$ cat config.mk
export PLATFORM = sky130hd
export DESIGN_NAME = rand_req_arbiter
export DESIGN_NICKNAME = d
export VERILOG_FILES = /design/src/rtl/rand_req_arbiter.sv
export SDC_FILE = /design/constraint.sdc
export NUM_CORES = 1
export LEC_CHECK = 0
export BUFFER_PORTS_ARGS = -buffer_cell sky130_fd_sc_hd__buf_2
export CAP_MARGIN = 15
export CELL_PAD_IN_SITES_DETAIL_PLACEMENT = 1
export CELL_PAD_IN_SITES_GLOBAL_PLACEMENT = 1
export CORE_ASPECT_RATIO = 0.75
export CORE_MARGIN = 2
export CORE_UTILIZATION = 36
export CTS_CLUSTER_SIZE = 8
export DETAILED_ROUTE_END_ITERATION = 10
export PLACE_DENSITY_LB_ADDON = 0.1
export SETUP_SLACK_MARGIN = 0.2
export SYNTH_ARGS = -nofsm -noshare
export SYNTH_HDL_FRONTEND = slang
export SYNTH_SLANG_ARGS = --single-unit
export TNS_END_PERCENT = 50
$ cat constraint.sdc
create_clock -name clka -period 2.7 [get_ports clka]
set_input_delay 0.27 -clock clka [delete_from_list [all_inputs] [get_ports clka]]
set_output_delay 0.27 -clock clka [all_outputs]
set_load 0.01 [all_outputs]
$ cat src/rtl/rand_req_arbiter.sv
// rand_req_arbiter: shares one LFSR random source among the board setup
// generator (S), player A (A) and player B (B). A granted requester gets one
// RNG step per attempt; out-of-range samples are retried, and after the last
// allowed retry the sample is folded into [MIN_VAL, MAX_VAL].
module rand_req_arbiter #(
  parameter int         RNG_LAT   = 2,     // cycles for rand_* to follow a step, 1..15
  parameter logic [3:0] MIN_VAL   = 4'd1,  // lowest deliverable value
  parameter logic [3:0] MAX_VAL   = 4'd9,  // highest deliverable value, >= MIN_VAL
  parameter int         MAX_RETRY = 3      // rejected samples before folding, 0..7
) (
  input  logic       clka,
  input  logic       restart,
  input  logic       new_game,
  input  logic       req_setup,
  input  logic       req_A,
  input  logic       req_B,
  input  logic [3:0] rand_setup,
  input  logic [3:0] rand_A,
  input  logic [3:0] rand_B,
  output logic       gen_rand_flag,
  output logic [2:0] grant,
  output logic [3:0] rand_out,
  output logic       rand_valid,
  output logic       busy
);

  typedef enum logic [2:0] {
    ST_IDLE,
    ST_GEN,
    ST_WAIT,
    ST_CHECK,
    ST_DONE
  } state_e;

  // Round-robin pointer encoding: requester that is looked at first.
  localparam logic [1:0] RR_S = 2'd0;
  localparam logic [1:0] RR_A = 2'd1;
  localparam logic [1:0] RR_B = 2'd2;

  // Width of the accepted window; at most 16, so the fold result fits 4 bits.
  localparam int RANGE = int'(MAX_VAL) - int'(MIN_VAL) + 1;

  state_e     state_q;
  logic [2:0] grant_q;
  logic       flag_q;
  logic [3:0] rand_out_q;
  logic       valid_q;
  logic       busy_q;
  logic [2:0] retry_q;
  logic [3:0] wait_q;
  logic [1:0] rr_q;

  logic [2:0] grant_d;
  logic [1:0] rr_d;
  logic [3:0] raw_d;
  logic [3:0] fold_d;
  logic       in_range;
  logic       req_held;
  logic       drop;

  // Pick the first pending requester in round-robin order from the pointer.
  always_comb begin
    // NOTE: every variable driven here gets a default first, so no latch is inferred.
    grant_d = 3'b000;
    case (rr_q)
      RR_A: begin
        if      (req_A)     grant_d = 3'b010;
        else if (req_B)     grant_d = 3'b100;
        else if (req_setup) grant_d = 3'b001;
      end
      RR_B: begin
        if      (req_B)     grant_d = 3'b100;
        else if (req_setup) grant_d = 3'b001;
        else if (req_A)     grant_d = 3'b010;
      end
      default: begin
        if      (req_setup) grant_d = 3'b001;
        else if (req_A)     grant_d = 3'b010;
        else if (req_B)     grant_d = 3'b100;
      end
    endcase
  end

  // Route the granted requester's nibble and request line; derive the next pointer.
  always_comb begin
    raw_d    = 4'd0;
    req_held = 1'b0;
    rr_d     = RR_S;
    case (grant_q)
      3'b001: begin raw_d = rand_setup; req_held = req_setup; rr_d = RR_A; end
      3'b010: begin raw_d = rand_A;     req_held = req_A;     rr_d = RR_B; end
      3'b100: begin raw_d = rand_B;     req_held = req_B;     rr_d = RR_S; end
      default: ;
    endcase
    in_range = (raw_d >= MIN_VAL) && (raw_d <= MAX_VAL);
    fold_d   = 4'(int'(MIN_VAL) + (int'(raw_d) % RANGE));
    // A requester may withdraw at any point before the result is decided.
    drop     = (state_q == ST_GEN || state_q == ST_WAIT || state_q == ST_CHECK) && !req_held;
  end

  // Arbitration FSM with all outputs held in registers.
  always_ff @(posedge clka) begin
    // NOTE: state registers use non-blocking assignments so every register
    // samples the pre-edge values regardless of statement order.
    if (restart) begin
      state_q    <= ST_IDLE;
      grant_q    <= 3'b000;
      flag_q     <= 1'b0;
      rand_out_q <= 4'd0;
      valid_q    <= 1'b0;
      busy_q     <= 1'b0;
      retry_q    <= 3'd0;
      wait_q     <= 4'd0;
      rr_q       <= RR_S;
    end else if (new_game) begin
      // Abort keeps the last delivered value visible.
      state_q <= ST_IDLE;
      grant_q <= 3'b000;
      flag_q  <= 1'b0;
      valid_q <= 1'b0;
      busy_q  <= 1'b0;
      retry_q <= 3'd0;
      wait_q  <= 4'd0;
      rr_q    <= RR_S;
    end else if (drop) begin
      // Withdrawn request: no result, pointer untouched.
      state_q <= ST_IDLE;
      grant_q <= 3'b000;
      flag_q  <= 1'b0;
      valid_q <= 1'b0;
      busy_q  <= 1'b0;
    end else begin
      flag_q  <= 1'b0;
      valid_q <= 1'b0;
      case (state_q)
        ST_IDLE: begin
          if (req_setup || req_A || req_B) begin
            grant_q <= grant_d;
            retry_q <= 3'd0;
            flag_q  <= 1'b1;
            busy_q  <= 1'b1;
            state_q <= ST_GEN;
          end
        end
        ST_GEN: begin
          wait_q  <= 4'(RNG_LAT - 1);
          state_q <= ST_WAIT;
        end
        ST_WAIT: begin
          if (wait_q == 4'd0) state_q <= ST_CHECK;
          else                wait_q  <= wait_q - 4'd1;
        end
        ST_CHECK: begin
          if (in_range) begin
            rand_out_q <= raw_d;
            valid_q    <= 1'b1;
            state_q    <= ST_DONE;
          end else if (retry_q < 3'(MAX_RETRY)) begin
            retry_q <= retry_q + 3'd1;
            flag_q  <= 1'b1;
            state_q <= ST_GEN;
          end else begin
            rand_out_q <= fold_d;
            valid_q    <= 1'b1;
            state_q    <= ST_DONE;
          end
        end
        ST_DONE: begin
          rr_q    <= rr_d;
          grant_q <= 3'b000;
          busy_q  <= 1'b0;
          state_q <= ST_IDLE;
        end
        default: begin
          grant_q <= 3'b000;
          busy_q  <= 1'b0;
          state_q <= ST_IDLE;
        end
      endcase
    end
  end

  assign gen_rand_flag = flag_q;
  assign grant         = grant_q;
  assign rand_out      = rand_out_q;
  assign rand_valid    = valid_q;
  assign busy          = busy_q;

endmodule

==> summary.txt, run 1 <==
Run status
  – Result of the run: complete, no violations

Final layout
  – Fill cell instance count of the final layout: 495
  – Post-synthesis to final-layout area growth: 30.71%
  – Diode count: 0
  – Layout cell share with drive strength beyond 1: 31.51%
  – Final std cell area, no fill: 0.001912 mm^2
  – Most common cell after layout, fill and taps aside: buf_2
  – Finished Layout Cells: 274
  – Highest-count cells in the layout ignoring fill and taps: buf_2, nor2_1, dfxtp_1, buf_4, a21oi_1
  – Number of nets in the final layout: 244

Placement
  – Cell area after placement: 0.001682 mm^2
  – Cell Count Post-Placement: 258
  – Final HPWL from detailed placement: 3.165 mm
  – Final weighted congestion of routability-driven global placement: 0.8487
  – Count of input and output buffers: 27

Timing
  – Worst hold margin: 0.2482 ns
  – Actual transition at the worst max-transition pin: 0.5993 ns
  – Worst slew margin: 59.78%
  – Final period utilization: 91.25%
  – Setup repair after global routing missed its margin: yes
  – Setup Viol. Count Final: 0
  – Skew final: 0.004799 ns
  – Total count of hold-check failures in the final report: 0
  – Maximum clock frequency: 405.9 MHz
  – Min Clock Period, post-route: 2.464 ns
  – Final-report max-slew violation count: 0
  – Setup Total Neg Slack: 0 ns

Floorplan
  – FP Rows: 20
  – Initial core utilization: 36.76%
  – I/O pin cnt: 28
  – Die span in y: 59.20 um
  – Overall die width: 77.60 um
  – Die Outline Area: 0.004594 mm^2
  – Core ar.: 0.003979 mm^2

Global route
  – Number of antenna violations at the first check in global routing: 0
  – Total track usage: 19.00%
  – Number of global-route vias before repair: 1434
  – Global-route wire length before repair: 6.865 mm
  – Maximum number of pins on one net before global-route repair: 16
  – GRT overflow: 0

Clocking
  – Maximum buffer depth of the clock tree: 2
  – Clock slew at the register clock pins of the worst setup and hold paths: 0.09 ns
  – Clock Sink Count: 22
  – CTS root buffer: clkbuf_8
  – Hold buffers post-CTS: 0
  – Number of levels the H-tree was split into: 1
  – CTS tree: done
  – Clock latency on the worst-skew pair: 0.27 ns
  – Total CTS buffers: 3

Critical path
  – Timing startpoint of the critical path: grant[2]
  – Critical path required time: 2.87 ns
  – Setup CP Type: reg -> reg
  – Worst setup EP type: flop
  – Startpoint Class: flop
  – Endpoint of the worst register-to-register path: rand_out[0]
  – Reg-to-reg setup timing slack: 0.24 ns
  – RR Startpoint: grant[2]
  – Critical Path AT: 2.63 ns
  – Crit path to: rand_out[0]
  – Critical Path Fanout Max: 10
  – Reg2reg path depth: 11

Synthesis
  – Synthesized Nets: 203
  – Seq cells post-synth: 22
  – Sequential-to-total area share from yosys stat: 30.11%
  – Async S/R FF share, synth: 0%
  – Summed instance area of the synthesized netlist: 0.001463 mm^2
  – Unique masters post-synth: 51
  – Top flip-flop cell by instance count after synthesis: dfxtp_1
  – Mean instance size in the synthesized netlist: 8.171 um^2
  – Synth warn: 0
  – Number of enable flip-flop cells after synthesis: 0
  – Number of instances in the synthesized netlist: 179

Power
  – Power per cell area: 432.2 mW/mm^2
  – Leakage power of the design: 0.7500 nW
  – Peak supply drop: 0.2142 mV
  – Overall power consumption: 0.8263 mW

Flow run
  – Max Cap Viol: 0

Route
  – DRC marker count from the first detailed-route iteration: 36
  – Final Routed Wirelength: 4.391 mm
  – Mean number of vias per cell: 5.511
  – DR pass1 iterations: 4
  – Total number of vias: 1510
  – Wire length per cell after detailed routing: 16.03 um
  – Remaining DRCs: 0
  – DRT antenna net count: 0

Worst hold path
  – Worst hold path class: in -> reg
cell usage after synthesis, types with 2 or more instances:
library cell	instances	share of area [%]
nand3_1	2	0.68
nand2_1	10	2.6
nor2_1	21	5.4
a211oi_1	3	1.5
o31ai_1	2	1.0
a21oi_1	17	5.8
dfxtp_1	22	30
inv_1	13	3.3
clkbuf_1	4	1.0
nand4_1	2	0.86
a32oi_1	2	1.2
nor2b_1	2	0.86
xnor2_1	3	1.8
or3_1	3	1.3
mux2i_1	4	2.7
nor3b_1	3	1.5
buf_2	2	0.68
nor4bb_1	2	1.4
o22ai_1	2	0.86
nor3_1	7	2.4
o21ai_0	4	1.4
nand3b_1	6	3.1
and4bb_1	3	2.6
and4bb_2	3	2.6
and2_1	2	0.86
ha_1	6	5.1
o211ai_1	2	1.0
nand2b_1	4	1.7
routing by layer:
metal | up-vias | GRT usage (%) | share of wire [%]
met5 | - | 0 | 0
met1 | 728 | 25.26 | 49
li1 | 737 | - | -
met2 | 37 | 32.88 | 45
met4 | 0 | 3.827 | 1.5
met3 | 8 | 3.354 | 4.1
worst max-delay path, stage by stage, from the launching register on:
cell and delay, ns:
dfxtp_4 0.39, nor3b_4 0.17, buf_4 0.14, a211oi_4 0.34
ha_2 0.28, nor2_1 0.07, o31ai_1 0.13, o31ai_2 0.17
a211oi_2 0.25, buf_4 0.18, mux2i_1 0.19, nor2_1 0.06
where the power goes:
group          leakage [nW]  internal, mW  total (mW)  switching [mW]
clock network        0.0357         0.198       0.317           0.118
registers             0.180         0.329       0.338         0.00946
logic                 0.534        0.0822       0.172          0.0895
state kept, by name, summed over array words and instances, names as in the netlist:
name           cells
grant              3
rand_valid         1
rand_out           4
rr_q               2
state_q            3
wait_q             4
retry_q            3
busy               1
gen_rand_flag      1
logic make-up after synthesis:
| family | after synthesis | share of synthesized area (%) |
|---|---|---|
| AND/OR/NAND/NOR | 73 | 29.26 |
| adder cells (fa/ha/maj) | 6 | 5.132 |
| XOR/XNOR | 3 | 1.797 |
| AO/OA/AOI/OAI | 49 | 24.38 |
| multiplexers | 4 | 2.737 |
| buffers and inverters | 22 | 6.587 |
| flip-flops | 22 | 30.11 |
area by class of cell:
type,instances,area (um^2),share of cell area (%)
Multi-Input combinational cell,135,1003,52.49
Tap cell,55,68.82,3.599
Clock buffer,3,41.29,2.160
Sequential cell,22,451.7,23.63
Clock inverter,1,30.03,1.571
Inverter,13,48.80,2.552
Timing Repair Buffer,45,267.8,14.01
repair_timing:
action,CTS,global route
setup endpoints to repair,10,10
resized for setup,8,10
pin swaps,3,5
setup buffers,3,9
metrics by stage:
stage,worst slack (ns),util (%)
2_1_floorplan,0.2051,-
3_3_place_gp,0.09008,42.26
3_5_place_dp,-0.07975,42.26
4_1_cts,0.2072,45.44
5_1_grt,0.1284,48.05
6_report,0.2361,48.05
how the worst min path moves through the flow:
stage             from     endpoint  cells after the start
2_1_floorplan  restart  rand_out[1]                      1
3_3_place_gp      busy         busy                      2
3_5_place_dp      busy         busy                      2
4_1_cts        restart  rand_out[3]                      2
5_1_grt        restart  rand_out[1]                      2
6_report       restart  rand_out[1]                      2
Power figures use the tool's default switching activity.
==> run 2: changes to the inputs <==
Settings changed: CORE_UTILIZATION 36 to 25.
==> summary.txt, run 2 (synthesis gave the netlist of run 1 again) <==
Global route
  – Fraction of met1 tracks used by global routing: 21.32%
  – GRT overflow: 0
  – Routing usage on met3: 2.697%
  – Global-route wire length before repair: 7.583 mm
  – Number of global-route vias before repair: 1552
  – Maximum number of pins on one net before global-route repair: 14
  – Number of antenna violations at the first check in global routing: 0
  – Met2 track demand over resource: 21.57%
  – Most crowded layer after global routing: met2
  – Total track usage: 14.30%

Power
  – Overall power consumption: 0.8402 mW
  – Peak supply drop: 0.3460 mV
  – Power per cell area: 413.5 mW/mm^2
  – Fraction of power consumed by combinational cells: 21.8%
  – Switching Fraction: 26.40%
  – Psw: 0.2218 mW
  – Reg power frac: 40.2%
  – Cell-internal power: 0.6184 mW
  – Leakage power of the design: 0.7923 nW
  – Clock share of power: 38.0%

Timing
  – Actual transition at the worst max-transition pin: 0.6127 ns
  – Setup Total Neg Slack: 0 ns
  – Final-report max-slew violation count: 0
  – Total count of hold-check failures in the final report: 0
  – Min Clock Period, post-route: 2.498 ns
  – Skew final: 0.006693 ns
  – Maximum clock frequency: 400.3 MHz
  – Min setup slack post-route: 0.2016 ns
  – Final period utilization: 92.53%
  – Setup repair after global routing missed its margin: yes
  – Worst slew margin: 58.88%
  – Setup Viol. Count Final: 0

Final layout
  – Area of all sequential standard cells: 451.7 um^2
  – Area of the multi-input gates: 0.001025 mm^2
  – Post-synthesis to final-layout area growth: 38.92%
  – Most common cell after layout, fill and taps aside: buf_2
  – Diode count: 0
  – Finished Layout Cells: 305
  – Highest-count cells in the layout ignoring fill and taps: buf_2, buf_4, nor2_1, dfxtp_1, a21oi_1
  – Number of nets in the final layout: 252
  – Fill cell instance count of the final layout: 703
  – Layout cell share with drive strength beyond 1: 35.24%

Clocking
  – Total CTS buffers: 3
  – CTS root buffer: clkbuf_8
  – Hold buffers post-CTS: 0
  – Clock slew at the register clock pins of the worst setup and hold paths: 0.09 ns
  – Maximum buffer depth of the clock tree: 2
  – CTS tree: done
  – Clock Sink Count: 22
  – Number of levels the H-tree was split into: 1
  – Clock latency on the worst-skew pair: 0.27 ns

Placement
  – Final HPWL from detailed placement: 3.402 mm
  – Cell Count Post-Placement: 285
  – Count of input and output buffers: 27
  – Pre-CTS setup slack: -0.09100 ns
  – Final weighted congestion of routability-driven global placement: 0.7838

Route
  – Remaining DRCs: 0
  – Total number of vias: 1502
  – DRC marker count from the first detailed-route iteration: 73
  – DRT antenna net count: 0
  – Wire length per cell after detailed routing: 14.99 um
  – Mean number of vias per cell: 4.925
  – Final Routed Wirelength: 4.572 mm
  – DR pass1 iterations: 4

Worst hold path
  – Worst hold path class: in -> reg

Floorplan
  – Die span in y: 70.24 um
  – Initial core utilization: 25.50%
  – FP Rows: 24
  – I/O pin cnt: 28
  – Core ar.: 0.005736 mm^2
  – Die Outline Area: 0.006485 mm^2
  – Overall die width: 92.32 um

Critical path
  – Startpoint Class: flop
  – Reg-to-reg setup timing slack: 0.20 ns
  – Timing startpoint of the critical path: grant[0]
  – Critical Path AT: 2.67 ns
  – RR Startpoint: grant[0]
  – Worst setup EP type: flop
  – Crit path to: retry_q[1]
  – Critical Path Fanout Max: 5
  – Reg2reg path depth: 9
  – Critical path required time: 2.87 ns
  – Endpoint of the worst register-to-register path: retry_q[1]
  – Setup CP Type: reg -> reg

Flow run
  – Max Cap Viol: 0

Run status
  – Result of the run: complete, no violations
==> run 2: per-layer routing <==
layer | vias to the layer above | share of wire [%]
met5 | - | 0
li1 | 755 | -
met1 | 711 | 51
met3 | 2 | 4.1
met4 | 0 | 0.42
met2 | 34 | 45
==> run 2: how the worst min path moves through the flow <==
stage	startpoint	to	slack, ns	cells past startpoint
final	restart	rand_out[2]	0.26	2
after global routing	restart	rand_out[2]	0.26	2
after CTS	restart	rand_out[3]	0.26	2
after detailed placement	busy	busy	0.46	2
after global placement	busy	busy	0.45	2
after floorplan	restart	rand_out[1]	0.34	1
==> run 2: final cells by class <==
type                       count  share of cell area, %
sequential                    22                  22.23
clock buffer                   3                  2.032
tap                           78                  4.803
multi-input combinational    135                  50.43
inverter                      13                  2.401
clock inverter                 1                  1.478
timing repair buffer          53                  16.63
==> run 2: metrics by stage <==
stage / util [%] / area, um^2 / hold slack, ns
after global placement: 30.34 / 1740 / 0.4493
after floorplan: - / 1484 / 0.3391
final: 35.43 / 2032 / 0.2626
after global routing: 35.43 / 2032 / 0.2631
after CTS: 32.77 / 1879 / 0.2564
after detailed placement: 30.34 / 1740 / 0.4626
==> run 2: power groups by stage <==
stage	logic [mW]	clock network, mW	registers (mW)
detailed placement	0.143	0	0.348
finish	0.183	0.319	0.338
floorplan	0.0968	0	0.344
global route	0.199	0.338	0.339
CTS	0.150	0.324	0.340
global placement	0.140	0	0.347
==> run 2: critical path, cell delays in order, from the launching register on <==
cell	delay, ns
dfxtp_4	0.37
buf_6	0.12
nor4bb_4	0.14
a221o_1	0.33
ha_2	0.23
nand2b_4	0.16
o31a_1	0.33
a311oi_4	0.40
mux2i_1	0.25
nor2_1	0.06
==> run 2: timing repair <==
action                     4_1_cts  5_1_grt
cloned                           0        0
setup buffers                    5       11
setup endpoints to repair       10       10
hold endpoints to repair         0        0
pin swaps                        5       10
resized for setup                7       18
==> run 3: changes to the inputs <==
Clock period 2.7 ns to 2.4 ns, I/O delays scaled along.
==> summary.txt, run 3 (synthesis gave the netlist of run 1 again) <==
Route
  – Final Routed Wirelength: 4.594 mm
  – DRC marker count from the first detailed-route iteration: 56
  – DRT antenna net count: 0
  – Wire length per cell after detailed routing: 14.58 um
  – Remaining DRCs: 0
  – Mean number of vias per cell: 4.857
  – DR pass1 iterations: 4
  – Total number of vias: 1530

Power
  – Peak supply drop: 0.1826 mV
  – Leakage power of the design: 0.8511 nW
  – Power per cell area: 446.5 mW/mm^2

Critical path
  – Critical-path top delay cell: or3_4
  – Critical Path AT: 2.54 ns
  – Startpoint Class: flop
  – CP cell instances: buf_4 > and4bb_2 > or3_4 > o31a_1 > a311oi_4 > buf_4 > xnor2_2 > nor2_1
  – Critical Path Fanout Max: 8
  – Worst setup EP type: flop
  – Most frequent cell on the critical path: buf_4
  – Largest incremental delay on the critical path: 0.44 ns
  – Critical path required time: 2.56 ns
  – Setup CP Type: reg -> reg

Final layout
  – Layout cell share with drive strength beyond 1: 41.77%
  – Number of nets in the final layout: 262
  – Highest-count cells in the layout ignoring fill and taps: buf_4, buf_2, nor2_1, dfxtp_1, a21oi_1
  – Post-synthesis to final-layout area growth: 50.38%
  – Diode count: 0
  – Final std cell area, no fill: 0.002200 mm^2
  – End-of-flow core utilization: 38.35%
  – Most common cell after layout, fill and taps aside: buf_4

Floorplan
  – Core ar.: 0.005736 mm^2
  – Initial core utilization: 25.50%
  – I/O pin cnt: 28
  – FP Rows: 24
  – Overall die width: 92.32 um
  – Die Outline Area: 0.006485 mm^2
  – Die span in y: 70.24 um

Global route
  – Global-route wire length before repair: 7.507 mm
  – Total track usage: 14.17%
  – Number of global-route vias before repair: 1612
  – GRT overflow: 0
  – Number of antenna violations at the first check in global routing: 0
  – Maximum number of pins on one net before global-route repair: 14

Timing
  – Actual transition at the worst max-transition pin: 0.7234 ns
  – Final period utilization: 99.18%
  – Total count of hold-check failures in the final report: 0
  – Worst slew margin: 51.45%
  – Final-report max-slew violation count: 0
  – Min Clock Period, post-route: 2.380 ns
  – Maximum clock frequency: 420.1 MHz
  – Skew final: 0.01461 ns
  – Setup Viol. Count Final: 0
  – Setup repair after global routing missed its margin: yes

Clocking
  – Clock Sink Count: 22
  – Number of levels the H-tree was split into: 1
  – Hold buffers post-CTS: 0
  – Maximum buffer depth of the clock tree: 2
  – CTS root buffer: clkbuf_8
  – Total CTS buffers: 3
  – Clock slew at the register clock pins of the worst setup and hold paths: 0.10 ns
  – Clock latency on the worst-skew pair: 0.27 ns
  – CTS tree: done

Worst hold path
  – Worst hold path class: in -> reg

Placement
  – Final weighted congestion of routability-driven global placement: 0.8201
  – Cell area after placement: 0.001856 mm^2
  – Final HPWL from detailed placement: 3.252 mm
  – Count of input and output buffers: 27

Flow run
  – Max Cap Viol: 0

Run status
  – Result of the run: complete, no violations
[run 3: critical path: cells and delay by family, from the launching register on]
kind | cells | cell delay (ns)
buf+inv | 2 | 0.35
compound gates | 2 | 0.64
flops | 1 | 0.42
simple gates | 3 | 0.76
xor+xnor | 1 | 0.10
[run 3: power breakdown]
part | switching [mW] | internal [mW]
Sequential | 0.0113 | 0.370
Clock | 0.135 | 0.223
Combinational | 0.115 | 0.129
Total | 0.260 | 0.722
[run 3: final cells by class]
class,count,area [um^2]
clock buffer,3,41.29
clock inverter,1,30.03
fill,698,3536
inverter,13,48.80
multi-input combinational,135,1104
sequential,22,451.7
tap,78,97.59
timing repair buffer,63,426.7
[run 3: per-stage QoR]
stage                     total power, mW  hold WS (ns)  instances  setup slack [ns]  setup TNS, ns
after floorplan                    0.5189        0.3091        179           0.04230              0
after global routing                1.027        0.2694        315           -0.1106        -0.4186
after CTS                          0.9541        0.2462        307           0.01106              0
final                              0.9821        0.2526        315           0.01976              0
after global placement             0.5731        0.4467        288           0.02833              0
after detailed placement           0.5759        0.4607        288          -0.03293       -0.05238
[run 3: path summary, 6_finish.rpt]
kind	start	to	slack, ns	cells past startpoint
worst max-delay path	grant[0]	retry_q[0]	0.02	8
worst min-delay path	restart	rand_out[1]	0.25	2
worst max register to register	grant[0]	retry_q[0]	0.02	8
worst min register to register	busy	busy	0.47	2
[run 3: what timing repair did]
item | in CTS | in global routing
endpoints found under the hold margin | 0 | 0
buffers inserted | 15 | 8
resized for setup | 10 | 13
pin swaps | 1 | 9
setup endpoints to repair | 10 | 13
[run 3: layer usage]
metal	GRT usage, %	share of wire [%]
met5	0	0
met3	2.265	1.8
met2	25.14	50
met1	18.51	48
met4	1.990	0.37
